**config.mk**
```make
export PLATFORM = sky130hd
export DESIGN_NAME = uart_tx_fifo
export DESIGN_NICKNAME = d
export VERILOG_FILES = /design/src/rtl/uart_tx_fifo.sv
export SDC_FILE = /design/constraint.sdc
export NUM_CORES = 1
export LEC_CHECK = 0
export BUFFER_PORTS_ARGS = -buffer_cell sky130_fd_sc_hd__clkbuf_2
export CORE_UTILIZATION = 40
export CTS_BUF_LIST = sky130_fd_sc_hd__clkbuf_4 sky130_fd_sc_hd__clkbuf_8
export DETAILED_ROUTE_END_ITERATION = 8
export HOLD_SLACK_MARGIN = 0.1
export SLEW_MARGIN = 20
export SYNTH_ARGS = -nofsm -noshare
export SYNTH_HDL_FRONTEND = slang
export SYNTH_SLANG_ARGS = --single-unit
```
**constraint.sdc**
```tcl
create_clock -name i_Clock -period 3.7 [get_ports i_Clock]
set_clock_uncertainty 0.1 [all_clocks]
set_input_delay 1.11 -clock i_Clock [delete_from_list [all_inputs] [get_ports i_Clock]]
set_output_delay 1.11 -clock i_Clock [all_outputs]
set_load 0.05 [all_outputs]
```
**src/rtl/uart_tx_fifo.sv**
```systemverilog
// uart_tx_fifo: UART transmitter fed by a small transmit FIFO.
//
// The host queues words with i_Tx_DV and the serialiser sends them as
// start / data (LSB first) / optional parity / stop frames. Frames are sent
// back-to-back: when a word is waiting at the end of a stop period, the next
// start bit follows on the very next clock.
//
// Ports:
//   i_Clock      system clock, rising edge
//   i_Reset      asynchronous active-high reset; abandons any frame in flight
//   i_Tx_DV      write strobe, accepted only while o_Tx_Ready is high
//   i_Tx_Byte    word to queue (DATA_BITS wide)
//   o_Tx_Ready   FIFO not full
//   o_Fifo_Count words waiting in the FIFO (frame in flight not included)
//   o_Tx_Active  a frame is on the line
//   o_Tx_Serial  serial line, idle high
//   o_Tx_Done    one-cycle pulse during the final clock of each frame
module uart_tx_fifo #(
  parameter int CLKS_PER_BIT = 87,
  parameter int DATA_BITS    = 8,
  parameter int PARITY       = 0,
  parameter int STOP_BITS    = 1,
  parameter int FIFO_DEPTH   = 4
) (
  input  logic                              i_Clock,
  input  logic                              i_Reset,
  input  logic                              i_Tx_DV,
  input  logic [DATA_BITS-1:0]              i_Tx_Byte,
  output logic                              o_Tx_Ready,
  output logic [$clog2(FIFO_DEPTH+1)-1:0]   o_Fifo_Count,
  output logic                              o_Tx_Active,
  output logic                              o_Tx_Serial,
  output logic                              o_Tx_Done
);

  localparam int CNT_W = $clog2(FIFO_DEPTH + 1);
  localparam int PTR_W = $clog2(FIFO_DEPTH);
  localparam int BIT_W = $clog2(CLKS_PER_BIT);
  localparam int IDX_W = $clog2(DATA_BITS);

  localparam logic [CNT_W-1:0] DEPTH_C    = CNT_W'(FIFO_DEPTH);
  localparam logic [BIT_W-1:0] BIT_LAST   = BIT_W'(CLKS_PER_BIT - 1);
  localparam logic [BIT_W-1:0] BIT_PENULT = BIT_W'(CLKS_PER_BIT - 2);
  localparam logic [IDX_W-1:0] IDX_LAST   = IDX_W'(DATA_BITS - 1);
  localparam logic             STOP_LAST  = 1'(STOP_BITS - 1);

  typedef enum logic [2:0] {
    S_IDLE,
    S_START,
    S_DATA,
    S_PARITY,
    S_STOP
  } state_t;

  // Parity bit that completes the word: odd mode makes the total count of
  // ones odd, even mode makes it even.
  function automatic logic parity_of(input logic [DATA_BITS-1:0] word);
    if (PARITY == 1) return ~(^word);
    return ^word;
  endfunction

  // FIFO storage and control
  logic [DATA_BITS-1:0] mem_q [FIFO_DEPTH];
  logic [PTR_W-1:0]     wr_ptr_q, wr_ptr_d;
  logic [PTR_W-1:0]     rd_ptr_q, rd_ptr_d;
  logic [CNT_W-1:0]     count_q, count_d;

  // Serialiser state
  state_t               state_q;
  logic [BIT_W-1:0]     bit_cnt_q;
  logic [IDX_W-1:0]     idx_q;
  logic                 stop_q;
  logic [DATA_BITS-1:0] data_q;
  logic                 par_q;
  logic                 serial_q;
  logic                 active_q;
  logic                 done_q;

  logic                 push;
  logic                 pop;
  logic                 bit_end;
  logic                 frame_end;
  logic [DATA_BITS-1:0] head;

  assign o_Tx_Ready   = (count_q < DEPTH_C);
  assign o_Fifo_Count = count_q;
  assign o_Tx_Active  = active_q;
  assign o_Tx_Serial  = serial_q;
  assign o_Tx_Done    = done_q;

  assign head      = mem_q[rd_ptr_q];
  assign bit_end   = (bit_cnt_q == BIT_LAST);
  assign frame_end = (state_q == S_STOP) && bit_end && (stop_q == STOP_LAST);
  assign push      = i_Tx_DV && o_Tx_Ready;
  // A word leaves the FIFO either from idle or in the last stop clock, so the
  // next start bit needs no idle gap.
  assign pop       = (count_q != '0) && ((state_q == S_IDLE) || frame_end);

  always_comb begin
    wr_ptr_d = wr_ptr_q;
    rd_ptr_d = rd_ptr_q;
    count_d  = count_q;
    if (push) wr_ptr_d = wr_ptr_q + PTR_W'(1);
    if (pop)  rd_ptr_d = rd_ptr_q + PTR_W'(1);
    if (push && !pop)      count_d = count_q + CNT_W'(1);
    else if (pop && !push) count_d = count_q - CNT_W'(1);
  end

  always_ff @(posedge i_Clock or posedge i_Reset) begin
    if (i_Reset) begin
      wr_ptr_q <= '0;
      rd_ptr_q <= '0;
      count_q  <= '0;
    end else begin
      wr_ptr_q <= wr_ptr_d;
      rd_ptr_q <= rd_ptr_d;
      count_q  <= count_d;
    end
  end

  always_ff @(posedge i_Clock) begin
    if (push) mem_q[wr_ptr_q] <= i_Tx_Byte;
  end

  // Popped word and its parity are captured once so the frame is unaffected
  // by later writes.
  always_ff @(posedge i_Clock) begin
    if (pop) begin
      data_q <= head;
      par_q  <= parity_of(head);
    end
  end

  always_ff @(posedge i_Clock or posedge i_Reset) begin
    if (i_Reset) begin
      state_q   <= S_IDLE;
      bit_cnt_q <= '0;
      idx_q     <= '0;
      stop_q    <= 1'b0;
      serial_q  <= 1'b1;
      active_q  <= 1'b0;
      done_q    <= 1'b0;
    end else begin
      done_q <= 1'b0;
      case (state_q)
        S_IDLE: begin
          bit_cnt_q <= '0;
          serial_q  <= 1'b1;
          if (pop) begin
            state_q  <= S_START;
            serial_q <= 1'b0;
            active_q <= 1'b1;
          end
        end
        S_START: begin
          if (bit_end) begin
            bit_cnt_q <= '0;
            idx_q     <= '0;
            serial_q  <= data_q[0];
            state_q   <= S_DATA;
          end else begin
            bit_cnt_q <= bit_cnt_q + BIT_W'(1);
          end
        end
        S_DATA: begin
          if (bit_end) begin
            bit_cnt_q <= '0;
            if (idx_q == IDX_LAST) begin
              if (PARITY != 0) begin
                serial_q <= par_q;
                state_q  <= S_PARITY;
              end else begin
                serial_q <= 1'b1;
                stop_q   <= 1'b0;
                state_q  <= S_STOP;
              end
            end else begin
              idx_q    <= idx_q + IDX_W'(1);
              serial_q <= data_q[idx_q + IDX_W'(1)];
            end
          end else begin
            bit_cnt_q <= bit_cnt_q + BIT_W'(1);
          end
        end
        S_PARITY: begin
          if (bit_end) begin
            bit_cnt_q <= '0;
            serial_q  <= 1'b1;
            stop_q    <= 1'b0;
            state_q   <= S_STOP;
          end else begin
            bit_cnt_q <= bit_cnt_q + BIT_W'(1);
          end
        end
        S_STOP: begin
          // Raise Done so that it is visible during the final stop clock.
          if ((stop_q == STOP_LAST) && (bit_cnt_q == BIT_PENULT)) done_q <= 1'b1;
          if (bit_end) begin
            bit_cnt_q <= '0;
            if (stop_q == STOP_LAST) begin
              stop_q <= 1'b0;
              if (pop) begin
                serial_q <= 1'b0;
                state_q  <= S_START;
              end else begin
                active_q <= 1'b0;
                state_q  <= S_IDLE;
              end
            end else begin
              stop_q <= 1'b1;
            end
          end else begin
            bit_cnt_q <= bit_cnt_q + BIT_W'(1);
          end
        end
        default: begin
          state_q  <= S_IDLE;
          serial_q <= 1'b1;
          active_q <= 1'b0;
        end
      endcase
    end
  end

endmodule

```
==> results.txt, run 1 <==
unrepaired setup endpoints after global routing: no
# setup viols final: 0
switching share of power: 33.5%
Slew @ Worst Pin: 897 ps
Critical Path AT: 2660 ps
layout cells sized above 1: 24.9%
Yosys cell types: 47
Cells after Synth: 188
CTS max path bufs: 2
die height: 85.7 um
ANT nets after route: 0
Die Wd: 85.7 um
met2 Use GR: 20.9%
top cells by area, synth: edfxtp_1 (43%), dfrtp_1 (20%), mux4_2 (7.2%), ha_1 (4.5%), inv_1 (2.0%)
initial detailed-routing violation count: 80
antenna violations before repair: 0
Hold Buf Count CTS: 0
most frequent cells in the layout: edfxtp_1 (40), dfrtp_1 (22), clkbuf_2 (17)
#FFs+latches synth: 63
critical path's slowest cell: nor2b_1
Post-synth top flop: edfxtp_1
H-tree levels: 3
leak pwr: 1.22 nW
Port Buffers: 17
synthesized area per cell: 14.9 sq um
R2R Setup Slk: 1270 ps
fmax: 399 MHz
Max rail drop VDD: 291 uV
first-pass GRT wire length: 7590 um
vias in the first global route: 1585
Min-Delay Path Class: flip-flop to flip-flop
crit path cell chain: clkbuf_2, nor2b_1, ha_1, inv_1, fa_1, xor2_1, nor2_1, xnor2_1
Ports: 18
maximum fanout along the worst path: 8
Slew Limit Fails: 0
kind of critical path: primary input to flip-flop
TritonCTS clock tree: yes
layout overhead on the synthesized area: 13.2%
Most Used Layer, Global Route: met2
Logic pwr share: 25.2%
sequential share of the synthesized area: 63.4%
PD cells: 663 nW/um^2
ratio of final minimum period to clock period: 67.7%
minimum clock period after layout: 2500 ps
post-synthesis async set-or-reset flop share: 36.5%
Core ar.: 6790 sq um
Post-synth EDFFs: 40
M3 GR Usage: 4.04%
Net Count, Synth: 210
drt via density: 4.85
setup bufs post-CTS: 0
DIE AREA: 7350 sq um
worst setup margin: 1200 ps
crit start category: primary input
area leader, netlist: edfxtp_1
clock-pin slew of the registers on the worst-case setup and hold paths: 70 ps
Vias: 1518
Synth Cell Area: 2800 sq um
Total Routed Length: 4280 um
P_int: 1.40 mW
area fraction of the dominant cell type after synthesis: 42.9%
clock power share: 25.4%
largest net degree at the start of global routing: 24
Crit. End Element: flip-flop
ANT cells: 0
later-pin clock latency in the skew report: 340 ps
Post-CTS Resized: 0
Std-Cell Rows: 30
post-DP HPWL: 2870 um
GPL Wtd Cong: 0.727
drt drc: 0
fillcell total: 600
root buffer cell: clkbuf_8
routed length per instance: 13.7 um
most common cell after layout, fill and taps aside: edfxtp_1
Num Clock Sinks: 63
max cap viols: 0
CP peak stage delay: 390 ps
Hold Vio Cnt, Final: 0
Synth Warn #: 0
total congestion overflow: 0
nets: 234
met1 Resource Use GR: 18.1%
status: complete, no violations
Psw: 0.705 mW
worst rel slew slack: 40.2%
Reg power frac: 49.4%
Sum Neg Setup Slack: 0 ps
dpl ws: 837 ps
DRT Pass-1 Iters: 4
Worst Path Required: 3860 ps
CTS Buf Count: 9
GRT Util Overall: 14.0%
initial core utilization: 41.3%
-- synth_stat cells, types with 2 or more instances --
cell and count:
o2bb2ai_1 3, nand2_1 6, xor2_1 2, nor2_1 4, buf_2 2, mux2i_1 5, a21o_1 3, o21ai_0 11
nand2b_1 5, mux4_2 9, clkbuf_1 2, inv_1 15, nor3_1 2, dfrtp_1 22, xnor2_1 4, nor4b_1 2
ha_1 10, edfxtp_1 40, a21oi_1 3, nor3b_1 3, and3_1 4, and2_1 4, a31o_2 2, mux2_2 2
-- cell families (layout without fill, tap and decap cells) --
logic type,after synthesis,after routing,share of synthesized area [%]
adder cells (fa/ha/maj),11,11,5.18
buffers and inverters,21,50,3.04
multiplexers,17,17,10.4
flip-flops,63,63,63.4
AO/OA/AOI/OAI,30,30,7.23
AND/OR/NAND/NOR,40,40,8.88
XOR/XNOR,6,6,1.87
-- layout make-up --
| class | instances | area [sq um] | area share, % |
|---|---|---|---|
| Clock buffer | 9 | 124 | 3.90 |
| Sequential cell | 63 | 1780 | 56.0 |
| Multi-Input combinational cell | 104 | 940 | 29.6 |
| Inverter | 15 | 56.3 | 1.77 |
| Timing Repair Buffer | 19 | 100 | 3.15 |
| Clock inverter | 7 | 55.1 | 1.74 |
| Tap cell | 96 | 120 | 3.79 |
-- sequential cells by signal (all words and copies together), names as in the netlist, 2 cells and up --
name / flops
wr_ptr_q: 2
idx_q: 3
mem_q: 32
rd_ptr_q: 2
o_Fifo_Count: 3
data_q: 8
bit_cnt_q: 7
state_q: 3
-- path summary, 6_finish.rpt --
path                                                from                           to  cells after the start
worst max-delay path                             i_Tx_DV  o_Fifo_Count[2]$_DFFE_PP0P_                      8
worst min-delay path                idx_q[1]$_DFFE_PP0P_         idx_q[1]$_DFFE_PP0P_                      2
worst max register to register  bit_cnt_q[3]$_DFFE_PP0P_  o_Fifo_Count[1]$_DFFE_PP0P_                      8
worst min register to register      idx_q[1]$_DFFE_PP0P_         idx_q[1]$_DFFE_PP0P_                      2
max in group asynchronous                        i_Reset         idx_q[1]$_DFFE_PP0P_                      2
min in group asynchronous                        i_Reset      o_Tx_Active$_DFFE_PP0P_                      2
-- metal layers --
metal | part of all wire (%) | vias to the layer above | routed length, um
li1 | - | 748 | -
met1 | 49 | 748 | 2110
met2 | 46 | 16 | 1980
met3 | 2.9 | 6 | 123
met4 | 1.7 | 0 | 71
met5 | 0 | - | 0
-- power by group through the flow --
stage,Sequential [mW],Combinational (mW),Clock (mW)
finish,1.04,0.530,0.534
floorplan,1.07,0.398,0
CTS,1.04,0.538,0.554
global placement,1.05,0.529,0
detailed placement,1.06,0.536,0
global route,1.06,0.591,0.583
-- critical path: cells and delay by family --
family | cells | cell delay (ps)
fa+ha+maj | 2 | 630
simple gates | 2 | 500
buf+inv | 2 | 130
xor+xnor | 2 | 290
-- stage by stage --
step / std cells / hold WS, ps / area [sq um] / power (mW) / util (%)
after CTS: 313 / 442 / 3170 / 2.13 / 46.7
after detailed placement: 297 / 425 / 2990 / 1.59 / 44.1
after floorplan: 188 / 383 / 2800 / 1.47 / -
final: 313 / 433 / 3170 / 2.10 / 46.7
after global routing: 313 / 472 / 3170 / 2.24 / 46.7
after global placement: 297 / 421 / 2990 / 1.58 / 44.1
(Power assumes the default switching activity.)
==> run 2, diff against run 1 <==
Settings changed: ABC_AREA set to 1.
Clock period 3.7 ns to 2.5 ns, I/O delays scaled along.
==> run 2 against run 1 <==
  * Critical endpoint is now o_Fifo_Count[1]$_DFFE_PP0P_
  * Via count is 18% higher
  * Register-to-register slack got worse by 950 ps
  * Clock power rose by 87%
  * Flip-flop and latch count unchanged
  * Global-route usage rose by 1.0 points
==> results.txt, run 2 <==
Port Buffers: 17
layout overhead on the synthesized area: 16.3%
crit start category: flip-flop
Hold Vio Cnt, Final: 0
Std-Cell Rows: 30
#FFs+latches synth: 63
clock-pin slew of the registers on the worst-case setup and hold paths: 80 ps
fillcell total: 639
Synth Area in Compound Gates: 8.63%
Largest regs: mem_q x32, data_q x8, bit_cnt_q x7
critical path's slowest cell: dfrtp_1
initial core utilization: 41.6%
H-tree levels: 3
xor and xnor area share after synthesis: 2.47%
Worst Reg-to-Reg Cells: 9
simple-gate area share of the yosys netlist: 16.6%
DIE AREA: 7450 sq um
Worst Path Required: 2630 ps
PD cells: 838 nW/um^2
post-DP HPWL: 3390 um
synthesized area per cell: 11.3 sq um
Net Count, Synth: 274
Psw: 0.810 mW
vias in the first global route: 1832
# setup viols final: 0
layout cells sized above 1: 21.6%
Die Wd: 86.3 um
nets: 304
total congestion overflow: 0
top cells by area, synth: edfxtp_1 (42%), dfrtp_1 (19%), nand2_1 (4.8%), nor2_1 (4.5%), ha_1 (4.4%)
clock power share: 36.1%
Synth Warn #: 0
area fraction of the dominant cell type after synthesis: 42.3%
Final Non-Filler Cells: 383
setup bufs post-CTS: 0
most frequent cell after synthesis: edfxtp_1
Synth top cells by count: edfxtp_1 (40), nand2_1 (36), nor2_1 (34), inv_1 (23)
antenna violations before repair: 0
Logic pwr share: 17.0%
first-pass GRT wire length: 8340 um
max cap viols: 0
Core ar.: 6830 sq um
dpl ws: 325 ps
root buffer cell: clkbuf_8
Num Clock Sinks: 63
CP peak stage delay: 440 ps
worst setup margin: 318 ps
placed cell count: 367
Ports: 18
largest net degree at the start of global routing: 24
drt via density: 4.68
switching share of power: 29.2%
Synth Area in Adders: 5.11%
ANT cells: 0
Crit. End Element: flip-flop
Hold Buf Count CTS: 0
Cells after Synth: 252
die height: 86.3 um
Post-synth top flop: edfxtp_1
R2R Setup Slk: 320 ps
minimum clock period after layout: 2180 ps
Max rail drop VDD: 481 uV
Post-synth EDFFs: 40
CTS max path bufs: 2
post-synthesis mux area share: 0.396%
Design Area, Final: 3310 sq um
ratio of final minimum period to clock period: 87.3%
reg2reg end: o_Fifo_Count[1]$_DFFE_PP0P_
Top reg by flops: mem_q
Synth Cell Area: 2840 sq um
Slew Limit Fails: 0
leak pwr: 1.29 nW
Slew @ Worst Pin: 542 ps
fmax: 458 MHz
worst reg2reg startpoint: bit_cnt_q[0]$_DFFE_PP0P_
worst rel slew slack: 63.9%
Reg power frac: 47.0%
status: complete, no violations
family with the most delay on the worst path: adder cells
Placement Cell Area: 3080 sq um
final cell utilization of the core: 48.4%
Yosys cell types: 29
unrepaired setup endpoints after global routing: no
ANT nets after route: 0
area leader, netlist: edfxtp_1
Sum Neg Setup Slack: 0 ps
most frequent cells in the layout: edfxtp_1 (40), nand2_1 (36), nor2_1 (34)
most common cell after layout, fill and taps aside: edfxtp_1
Min-Delay Path Class: primary input to asynchronous set/reset pin
max FFs per register: 32
Critical Path AT: 2320 ps
largest family of logic cells by synthesized area: simple AND/OR/NAND/NOR gates
post-synthesis async set-or-reset flop share: 36.5%
sequential share of the synthesized area: 62.6%
routed length per instance: 12.5 um
DRT Pass-1 Iters: 4
initial detailed-routing violation count: 54
Total Routed Length: 4800 um
GPL Wtd Cong: 0.776
maximum fanout along the worst path: 6
post-layout power: 2.77 mW
drt drc: 0
later-pin clock latency in the skew report: 340 ps
GRT Util Overall: 15.0%
Post-CTS Resized: 0
Vias: 1793
CTS Buf Count: 9
crit path cell chain: inv_1, ha_1, nand3_4, nand2_4, nand2_4, ha_1, inv_1, fa_1, mux2_2
CP Buf/Inv Count: 2
TritonCTS clock tree: yes
kind of critical path: flip-flop to flip-flop
Min Hold Slack: 317 ps
P_int: 1.96 mW
==> run 2: changes by cell type in the layout (fill, tap and decap cells not counted), moves of 5 or more <==
cell and change:
nand2_1 +30, inv_1 +7, o21ai_0 +11, o22ai_1 +11, nand2b_1 -5, nor2_1 +30, mux2i_1 -5, mux4_2 -9
nand3_1 +10, o21ai_1 +5, nor2_4 +5
==> run 2: worst max-delay path by stage <==
stage               slack (ps)                     endpoint  cells after the start                   startpoint
finish                     320  o_Fifo_Count[1]$_DFFE_PP0P_                      9     bit_cnt_q[0]$_DFFE_PP0P_
detailed placement         320  o_Fifo_Count[1]$_DFFE_PP0P_                      9     bit_cnt_q[0]$_DFFE_PP0P_
global route               180  o_Fifo_Count[2]$_DFFE_PP0P_                     12     bit_cnt_q[0]$_DFFE_PP0P_
global placement           380  o_Fifo_Count[1]$_DFFE_PP0P_                      7                      i_Tx_DV
CTS                        300  o_Fifo_Count[2]$_DFFE_PP0P_                     12     bit_cnt_q[0]$_DFFE_PP0P_
floorplan                   90  o_Fifo_Count[1]$_DFFE_PP0P_                      7  o_Fifo_Count[2]$_DFFE_PP0P_
==> run 2: layer usage <==
metal  GRT usage (%)  share of wire (%)  vias to the layer above
li1                -                  -                      918
met1            17.4                 46                      845
met2            25.6                 50                       23
met3            5.43                3.3                        7
met4            5.45                1.3                        0
met5               0                  0                        -
==> run 2: final cells by class <==
class / count / area [sq um] / share of cell area, %
inverters: 27 / 108 / 3.26
repair buffers: 23 / 130 / 3.94
well taps: 96 / 120 / 3.63
flip-flops and latches: 63 / 1780 / 53.8
clock buffers: 9 / 124 / 3.75
clock inverters: 7 / 103 / 3.10
multi-input cells: 158 / 942 / 28.5
==> run 2: kinds of logic (layout without fill, tap and decap cells) <==
logic type | Yosys count | after routing
buffers and inverters | 31 | 66
multiplexers | 1 | 1
AND/OR/NAND/NOR | 94 | 94
XOR/XNOR | 8 | 8
AO/OA/AOI/OAI | 44 | 44
adder cells (fa/ha/maj) | 11 | 11
flip-flops | 63 | 63
==> run 2: worst min-delay path: stages <==
cell	delay [ps]
clkbuf_2	80
inv_1	40
buf_4	290
==> run 2: power groups by stage <==
stage                     sequential [mW]  clock (mW)  combinational [mW]
after floorplan                      1.40           0               0.248
after global placement               1.32           0               0.467
after detailed placement             1.33           0               0.479
after CTS                            1.30        1.02               0.480
after global routing                 1.32        1.07               0.528
final                                1.30       0.999               0.470
==> run 3, diff against run 2 <==
Settings changed: ABC_AREA 1 to not set.
==> run 3 against run 2 <==
  * Clock-buffer cell count is the same
  * Hold slack lost 0.88 ps
  * First-iteration DRC count grew 44%
  * Power grew 13%
  * Highest routed layer unchanged
  * Sequential power grew 18%
==> results.txt, run 3 (same netlist as run 1, synthesis figures left out) <==
switching share of power: 33.5%
DRT Pass-1 Iters: 4
root buffer cell: clkbuf_8
die height: 85.7 um
Hold Vio Cnt, Final: 0
worst setup margin: 167 ps
Max rail drop VDD: 467 uV
most used cell, CP: inv_1
largest net degree at the start of global routing: 24
crit start category: flip-flop
crit path cell chain: or3_1, nand2_1, a21oi_2, inv_1, ha_1, inv_1, fa_1, xor2_1, nor2_1, xnor2_1
PD cells: 970 nW/um^2
TritonCTS clock tree: yes
clock-pin slew of the registers on the worst-case setup and hold paths: 70 ps
Crit. End Element: flip-flop
CP peak stage delay: 450 ps
clock power share: 25.4%
first-pass GRT wire length: 7710 um
CTS Buf Count: 9
Vias: 1578
unrepaired setup endpoints after global routing: no
Hold Buf Count CTS: 0
critical path's slowest cell: or3_1
Die Wd: 85.7 um
maximum fanout along the worst path: 5
vias in the first global route: 1545
max cap viols: 0
GRT Util Overall: 14.5%
leak pwr: 1.26 nW
Logic pwr share: 25.5%
Min-Delay Path Class: primary input to asynchronous set/reset pin
Slew Limit Fails: 0
fmax: 429 MHz
ANT nets after route: 0
ANT cells: 0
Post-CTS Resized: 0
cell count along the critical path: 10
Reg power frac: 49.1%
nets: 241
Min Hold Slack: 317 ps
dpl ws: 155 ps
initial core utilization: 41.3%
most frequent cells in the layout: edfxtp_1 (40), dfrtp_1 (19), clkbuf_2 (17)
CTS max path bufs: 2
family with the most delay on the worst path: simple AND/OR/NAND/NOR gates
layout cells sized above 1: 29.0%
Std-Cell Rows: 30
Slew @ Worst Pin: 538 ps
Port Buffers: 17
drt via density: 4.93
total congestion overflow: 0
CP Buf/Inv Count: 2
Core ar.: 6790 sq um
Worst Path Required: 2670 ps
# setup viols final: 0
setup bufs post-CTS: 0
ratio of final minimum period to clock period: 93.3%
Sum Neg Setup Slack: 0 ps
minimum clock period after layout: 2330 ps
antenna violations before repair: 0
GPL Wtd Cong: 0.714
status: complete, no violations
routed length per instance: 13.8 um
DIE AREA: 7350 sq um
fillcell total: 594
Psw: 1.05 mW
kind of critical path: flip-flop to flip-flop
Worst Reg-to-Reg Cells: 10
Largest regs: mem_q x32, data_q x8, bit_cnt_q x7
Num Clock Sinks: 63
worst rel slew slack: 64.1%
drt drc: 0
post-DP HPWL: 3020 um
Final Non-Filler Cells: 320
later-pin clock latency in the skew report: 350 ps
Ports: 18
H-tree levels: 3
Critical Path AT: 2500 ps
Total Routed Length: 4430 um
layout overhead on the synthesized area: 15.4%
most common cell after layout, fill and taps aside: edfxtp_1
P_int: 2.08 mW
Top reg by flops: mem_q
max FFs per register: 32
placed cell count: 304
initial detailed-routing violation count: 78
-- run 3: changes by cell type in the layout (fill, tap and decap cells not counted), sizes merged, moves of 4 or more --
cell    previous run  this run
nand2b             0         5
mux2i              0         5
and3               0         4
nand2             40         6
nor2              40         4
inv               29        17
o21ai             27        11
xor2               6         2
o22ai             12         1
and2               0         4
nand3             13         2
mux4               0         9
-- run 3: final timing paths --
path,start,end,slack (ps)
worst max-delay path,o_Fifo_Count[0]$_DFFE_PP0P_,o_Fifo_Count[2]$_DFFE_PP0P_,170
worst min-delay path,i_Reset,wr_ptr_q[1]$_DFFE_PP0P_,320
worst max register to register,o_Fifo_Count[0]$_DFFE_PP0P_,o_Fifo_Count[2]$_DFFE_PP0P_,170
worst min register to register,o_Fifo_Count[0]$_DFFE_PP0P_,o_Fifo_Count[0]$_DFFE_PP0P_,420
max in group asynchronous,i_Reset,o_Tx_Serial$_DFFE_PP1P_,1690
min in group i_Clock,o_Fifo_Count[0]$_DFFE_PP0P_,o_Fifo_Count[0]$_DFFE_PP0P_,420
-- run 3: worst register-to-register path: cells and delay by family, from the launching register on --
family                     cells  cell delay (ps)
buffers and inverters          2              130
xor gates and xnor gates       2              290
AOI/OAI and AO/OA              1               50
DFF                            1              440
and+or+nand+nor                3              710
adders and majority gates      2              540
-- run 3: stage by stage --
step	power [mW]	area (sq um)	util, %
after floorplan	2.17	2810	-
after global placement	2.36	3050	45.0
after detailed placement	2.38	3050	45.0
after CTS	3.19	3230	47.6
after global routing	3.33	3230	47.6
final	3.14	3230	47.6
-- run 3: layout make-up --
| cell class | instances | area [sq um] | area share [%] |
|---|---|---|---|
| timing repair buffer | 26 | 153 | 4.72 |
| multi-input combinational | 104 | 943 | 29.2 |
| inverter | 15 | 56.3 | 1.74 |
| sequential | 63 | 1780 | 55.1 |
| tap | 96 | 120 | 3.71 |
| clock inverter | 7 | 56.3 | 1.74 |
| clock buffer | 9 | 124 | 3.83 |
-- run 3: per-layer routing --
layer | part of all wire, % | up-vias | global-route usage (%)
met5 | 0 | - | 0
met4 | 3.0 | 0 | 10.5
met3 | 2.4 | 11 | 3.85
met1 | 48 | 775 | 17.8
met2 | 47 | 19 | 22.2
li1 | - | 773 | -
-- run 3: power by group through the flow --
stage | sequential, mW | combinational [mW] | clock (mW)
after floorplan | 1.58 | 0.590 | 0
after global placement | 1.56 | 0.795 | 0
after detailed placement | 1.57 | 0.811 | 0
after CTS | 1.55 | 0.815 | 0.822
after global routing | 1.58 | 0.891 | 0.862
final | 1.54 | 0.798 | 0.797
